[src/rtl/writeback_stage.sv]
// RV32 writeback stage: accepts retiring instructions, extracts and extends load data, and drives a registered register-file write port.
// Define WB_RETIRE_COUNT_EN to add the 64-bit retired_count output.
package writeback_stage_pkg;
  localparam int unsigned REG_ADDR_W = 5;

  typedef struct packed {
    logic [REG_ADDR_W-1:0] addr_rd;
    logic                  write_enable;
  } reg_file_write_params_t;
endpackage

module writeback_stage
  import writeback_stage_pkg::*;
#(
  parameter int unsigned XLEN   = 32,
  parameter int unsigned ADDR_W = REG_ADDR_W
) (
  input  logic                   clock,
  input  logic                   reset_n,
  input  logic                   in_valid,
  output logic                   in_ready,
  input  logic [ADDR_W-1:0]      in_addr_rd,
  input  logic                   in_write_enable,
  input  logic                   in_is_load,
  input  logic [2:0]             in_load_funct3,
  input  logic [1:0]             in_byte_offset,
  input  logic [XLEN-1:0]        in_result,
  input  logic                   mem_rsp_valid,
  input  logic [XLEN-1:0]        mem_rsp_data,
  output reg_file_write_params_t write_params,
  output logic [XLEN-1:0]        data_rd,
  output logic                   busy,
  output logic                   fwd_valid,
  output logic [ADDR_W-1:0]      fwd_addr,
  output logic [XLEN-1:0]        fwd_data
`ifdef WB_RETIRE_COUNT_EN
  ,
  output logic [63:0]            retired_count
`endif
);

  typedef enum logic {
    S_IDLE,
    S_WAIT_LOAD
  } state_t;

  state_t            state_q, state_d;
  logic [ADDR_W-1:0] rd_q;
  logic              we_q;
  logic [2:0]        f3_q;
  logic [1:0]        off_q;

  logic              take_alu;
  logic              take_load;
  logic              take_rsp;
  logic [7:0]        lane_byte;
  logic [15:0]       lane_half;
  logic [XLEN-1:0]   load_data;

  always_ff @(posedge clock or negedge reset_n) begin
    if (!reset_n) state_q <= S_IDLE;
    else          state_q <= state_d;
  end

  always_comb begin
    state_d   = state_q;
    in_ready  = 1'b0;
    busy      = 1'b0;
    take_alu  = 1'b0;
    take_load = 1'b0;
    take_rsp  = 1'b0;
    unique case (state_q)
      S_IDLE: begin
        in_ready = 1'b1;
        if (in_valid) begin
          if (in_is_load) begin
            take_load = 1'b1;
            state_d   = S_WAIT_LOAD;
          end else begin
            take_alu = 1'b1;
          end
        end
      end
      S_WAIT_LOAD: begin
        busy = 1'b1;
        if (mem_rsp_valid) begin
          take_rsp = 1'b1;
          state_d  = S_IDLE;
        end
      end
      default: state_d = S_IDLE;
    endcase
  end

  always_comb begin
    lane_byte = mem_rsp_data[7:0];
    unique case (off_q)
      2'd0: lane_byte = mem_rsp_data[7:0];
      2'd1: lane_byte = mem_rsp_data[15:8];
      2'd2: lane_byte = mem_rsp_data[23:16];
      2'd3: lane_byte = mem_rsp_data[31:24];
      default: lane_byte = mem_rsp_data[7:0];
    endcase
    lane_half = off_q[1] ? mem_rsp_data[31:16] : mem_rsp_data[15:0];
    unique case (f3_q)
      3'b000:  load_data = {{(XLEN-8){lane_byte[7]}}, lane_byte};
      3'b001:  load_data = {{(XLEN-16){lane_half[15]}}, lane_half};
      3'b100:  load_data = {{(XLEN-8){1'b0}}, lane_byte};
      3'b101:  load_data = {{(XLEN-16){1'b0}}, lane_half};
      default: load_data = mem_rsp_data;
    endcase
  end

  // Load context is captured at accept so the response may arrive any later cycle.
  always_ff @(posedge clock or negedge reset_n) begin
    if (!reset_n) begin
      rd_q  <= '0;
      we_q  <= 1'b0;
      f3_q  <= '0;
      off_q <= '0;
    end else if (take_load) begin
      rd_q  <= in_addr_rd;
      we_q  <= in_write_enable;
      f3_q  <= in_load_funct3;
      off_q <= in_byte_offset;
    end
  end

  always_ff @(posedge clock or negedge reset_n) begin
    if (!reset_n) begin
      write_params <= '0;
      data_rd      <= '0;
    end else begin
      write_params.write_enable <= 1'b0;
      if (take_alu) begin
        write_params.addr_rd      <= in_addr_rd;
        write_params.write_enable <= in_write_enable && (in_addr_rd != '0);
        data_rd                   <= in_result;
      end else if (take_rsp) begin
        write_params.addr_rd      <= rd_q;
        write_params.write_enable <= we_q && (rd_q != '0);
        data_rd                   <= load_data;
      end
    end
  end

  assign fwd_valid = write_params.write_enable;
  assign fwd_addr  = write_params.addr_rd;
  assign fwd_data  = data_rd;

`ifdef WB_RETIRE_COUNT_EN
  always_ff @(posedge clock or negedge reset_n) begin
    if (!reset_n)                 retired_count <= '0;
    else if (take_alu || take_rsp) retired_count <= retired_count + 64'd1;
  end
`endif

endmodule

[config.mk]
export PLATFORM = sky130hd
export DESIGN_NAME = writeback_stage
export DESIGN_NICKNAME = d
export VERILOG_FILES = /design/src/rtl/writeback_stage.sv
export SDC_FILE = /design/constraint.sdc
export NUM_CORES = 1
export LEC_CHECK = 0
export BUFFER_PORTS_ARGS = -buffer_cell sky130_fd_sc_hd__buf_4
export CAP_MARGIN = 10
export CORE_ASPECT_RATIO = 0.7
export CORE_UTILIZATION = 50
export CTS_CLUSTER_DIAMETER = 50
export DETAILED_ROUTE_END_ITERATION = 10
export HOLD_SLACK_MARGIN = 0.1
export PLACE_DENSITY_LB_ADDON = 0.15
export REMOVE_ABC_BUFFERS = 1
export SYNTH_ARGS = -nofsm -noshare
export SYNTH_HDL_FRONTEND = slang
export SYNTH_SLANG_ARGS = --single-unit
[constraint.sdc]
create_clock -name clock -period 2.35 [get_ports clock]
set_input_delay 0.1175 -clock clock [delete_from_list [all_inputs] [get_ports clock]]
set_output_delay 0.1175 -clock clock [all_outputs]
set_load 0.05 [all_outputs]
==> Word level (Yosys, flattened, before mapping) <==
Index checks and enable logic that the tools add are counted.
Widths: inputs -> output; s select.
{ "word_totals": {"ff_bits": 50, "in_bits": 80, "out_inout_bits": 78, "wordCells": 41} }
{ "op_classes": {"n_eq_ne": 6, "mux": 19, "n_bitwise": 1, "n_reduce_logical": 7} }
{ "op_table": {"columns": ["op", "count"], "rows": [
  ["$pmux 32 s4", 1],
  ["$mux 32", 2],
  ["$pmux 8 s4", 1],
  ["$mux 16", 1],
  ["$mux 6", 2],
  ["$mux 1", 11],
  ["$reduce_bool 5->1", 2],
  ["$eq 3x3->1 const B", 2],
  ["$eq 2x2->1 const B", 2],
  ["$eq 3x1->1 const B", 1],
  ["$logic_not 3->1", 1],
  ["$eq 2x1->1 const B", 1],
  ["$logic_and 1x1->1", 2],
  ["$logic_not 2->1", 1],
  ["$pmux 1 s2", 1],
  ["$reduce_bool 2->1", 1],
  ["$not 1->1", 1]
]} }

==> Logic depth before layout (Yosys ltp) <==
{ "depth": {"ltp_word": 5, "depth_mapped": 6, "depth_no_buf": 4} }

==> Worst setup path before layout <==
Ideal clock, no wire load.
{ "synth_path": {"kind": "reg2reg", "startpoint": "register state_q", "endpoint": "register f3_q[0]", "setup_ps": 125, "t_arrival_ps": 1846, "t_required_ps": 2225, "setup_slack_ps": 379, "stages_incl_launch_ff": 5, "n_path_buf": 1, "synth_period_minus_slack_ps": 1971, "path_cell_list": "dfrtp_1 > inv_1 > nand3_1 > buf_2 > mux2_2"} }
{ "synth_via": {"elab_chain_cells": 1} }
{ "synth_rtl": {"columns": ["element", "line", "rtl"], "rows": [
  ["start, declared", "47", "state_t state_q, state_d;"],
  ["start signal, assigned", "62", "else state_q <= state_d;"],
  ["$mux 1", "72", "unique case (state_q)"],
  ["end signal, assigned", "124", "f3_q <= in_load_funct3;"],
  ["end, declared", "50", "logic [2:0] f3_q;"]
]} }
No other way between the ends.
A chain may end at the register's enable or synchronous reset.

==> Worst setup path in the final report <==
{ "layout_path": {"startpoint": "register off_q[1]", "endpoint": "register data_rd[30]"} }
{ "layout_via": {"elab_chain_cells": 5, "elab_cells_between_ends": 9, "classes_between": "eq/ne: 3; mux: 5; reduce/logical: 1"} }
{ "layout_rtl": {"columns": ["element", "line", "rtl"], "rows": [
  ["start, declared", "51", "logic [1:0] off_q;"],
  ["start signal, assigned", "125", "off_q <= in_byte_offset;"],
  ["$eq 2x2->1 (tied with other cells)", "97", "unique case (off_q)"],
  ["$pmux 8 s4", "97", null],
  ["$pmux 32 s4 *", "105", "unique case (f3_q)"],
  ["$mux 32 *", "139", "end else if (take_rsp) begin"],
  ["$mux 32 *", "135", "if (take_alu) begin"],
  ["end signal, assigned", "138", "data_rd <= in_result;"],
  ["end signal, assigned", "142", "data_rd <= load_data;"],
  ["end, declared", "31", "output logic [XLEN-1:0] data_rd,"]
]} }
Mark *: on every way between the ends. The rest lies on a longest branch, timed or not. The select of a mux whose other input is x is not followed.

==> out/metrics.cfg <==
[floorplanning]
pin_count = 158
dieArea_um2 = 6633
core.rowCount = 23
die_w_um = 96.92
fp.dieH_um = 68.44
initial_core_util = 0.5345
fp.coreArea_um2 = 5899

[logic_synthesis]
netlist_area_um2 = 3153
synth_top_area_frac = 0.3968
synthArstFlopShare = 1.000
yosys-top-cells-area = dfrtp_1, buf_4, nand2_1
synth.most_common_cell = nand2_1
ys_ff_latch = 50
synth_warnings = 0
syn_inst = 365
synth_cell_type_count = 42
syn_area_per_cell_um2 = 8.638
synth_top_cell_by_area = dfrtp_1
ys_seq_area_frac = 0.3968
yosys-top-cells-count = nand2_1, dfrtp_1, buf_4
synthFlopType = dfrtp_1
synth_edf_count = 0

[timing]
relSlewSlack = 0.3750
tightest_slew_ns = 0.9340
period_share = 0.8945
rsz0062_at_grt = no
setup_viol = 0
period_minus_slack_ns = 2.102
skew_ns = 0.004561
clock.fmax_mhz = 475.7
setup_tns_ns = 0
final_hold_viol_count = 0
drv_slew = 0
worst_slack_ns = 0.2480

[worst_setup_path]
end_kind = flip-flop
crit_fanout = 6
cp.required_ns = 2.53
start_kind = flip-flop
critPathMaxStageDelay_ns = 0.59
crit_chain = mux2i_1 > mux2i_1 > a21oi_2 > a32oi_1 > dlygate4sd3_1
path_class = flip-flop to flip-flop
cp_slowest_cell = dlygate4sd3_1
r2r_setup_slack_ns = 0.25
critPathMostFrequentCell = mux2i_1
crit_arrival_ns = 2.29

[routing]
wl_mm = 9.559
ant_nets = 0
drcViolationCount = 0
vias = 3218
wl_per_cell_um = 16.40
vias_per_cell = 5.520
dr.first_iter.drc_count = 243
first_pass_iters = 5

[power]
power_mw = 4.825
powerDensity_nw_per_um2 = 1066
irDropWorstVdd_mv = 0.7277
leakagePower_nw = 2.204

[global_route]
grtUsageTotal = 0.2965
grt_pass1_wl_mm = 15.36
grt_util_met1 = 0.4123
grtUsageMet2 = 0.5035
overflow = 0
antenna_found_initial = 0
grt_max_degree = 51
busiest_layer = met2
grt_use_met3 = 0.05107
grt_pass1_vias = 3005

[clock_tree]
cts.path.max_buffers = 2
cts_tree = built
htreeDepth = 2
path_clk_slew_ns = 0.09
cts_buffers = 5
cts_sinks = 50
insertion_delay_ns = 0.30
clockRootBuffer = clkbuf_8

[final_layout]
final_nets = 588
syn_to_final_growth_pct = 43.53
antenna_cells = 0
design_area_um2 = 4526
fill_cells = 430
drive_above_1_share = 0.3780

[run]
max_cap_viol_count = 0

[worst_hold_path]
hold_class = input pin to flip-flop

[place]
place_hpwl_mm = 6.734
io_buffers = 157
gp_congestion = 0.8800
placed_area_um2 = 4079
dp_slack_ns = 0.6004

[status]
outcome = complete, no violations

cell type report:
type,instances,area (µm²),share of cell area
repair buffers,198,1569,0.3467
multi-input cells,250,1488,0.3287
flip-flops and latches,50,1251,0.2765
well taps,75,93.84,0.02074
clock buffers,6,82.58,0.01825
clock inverters,1,30.03,0.006635
inverters,3,11.26,0.002488
routing by layer:
layer | up-vias | share of wire
li1 | 1531 | -
met1 | 1530 | 0.44
met2 | 151 | 0.49
met3 | 6 | 0.067
met4 | 0 | 0.0058
met5 | - | 0
final timing paths:
path                          startpoint     endpoint  depth (start not counted)
max                             off_q[1]  data_rd[30]                          5
min                        in_result[29]  data_rd[29]                          3
max reg2reg                     off_q[1]  data_rd[30]                          5
min reg2reg                  fwd_addr[2]  fwd_addr[2]                          2
max in group asynchronous        reset_n  data_rd[10]                          2
min in group asynchronous        reset_n  data_rd[19]                          2
cell usage in the layout, fill, tap and decap left out, drive strengths merged, types with 3 or more instances in the layout:
cell type,instances
a21o,5
nand3,3
dfrtp,50
or3,7
a31oi,5
mux2,11
dlygate4sd3,33
a22oi,5
a32oi,14
nand2,87
nand2b,6
nor2,15
a311o,6
o21ai,17
buf,165
clkbuf,6
a21oi,38
mux2i,9
timing repair:
item	in CTS	in global routing
setup buffers	0	0
setup endpoints to repair	0	1
gates resized for setup	0	1
hold buffers	33	0
endpoints found under the hold margin	86	0
report_power, final:
part           internal, mW  leakage, nW  switching (mW)
Sequential             1.09        0.598           0.228
Clock                 0.341       0.0573           0.286
Combinational         0.919         1.55            1.96
through the flow:
| step | hold WS [ns] | instances | util |
|---|---|---|---|
| finish | 0.1070 | 583 | 0.7671 |
| global placement | 0.1863 | 543 | 0.6914 |
| global route | 0.1023 | 583 | 0.7671 |
| floorplan | -0.1781 | 303 | - |
| CTS | 0.1002 | 583 | 0.7665 |
| detailed placement | 0.1877 | 543 | 0.6914 |
cells by family (layout without fill, tap and decap cells):
| logic type | Yosys count | in the layout | synth area share |
|---|---|---|---|
| AO/OA/AOI/OAI | 99 | 99 | 0.2036 |
| buffers and inverters | 65 | 208 | 0.1345 |
| flip-flops | 50 | 50 | 0.3968 |
| multiplexers | 21 | 21 | 0.07500 |
| AND/OR/NAND/NOR | 130 | 130 | 0.1901 |
critical path, delay by kind of cell (launching register included):
kind	cells	cell delay, ns
buffers and inverters	1	0.59
muxes	2	0.53
DFF	1	0.45
AOI/OAI and AO/OA	2	0.41
registers in the layout, indices dropped and copies added (netlist names):
signal     cells
data_rd       32
fwd_addr       5
rd_q           5
f3_q           3
off_q          2
fwd_valid      1
state_q        1
we_q           1
Power figures use the tool's default switching activity.
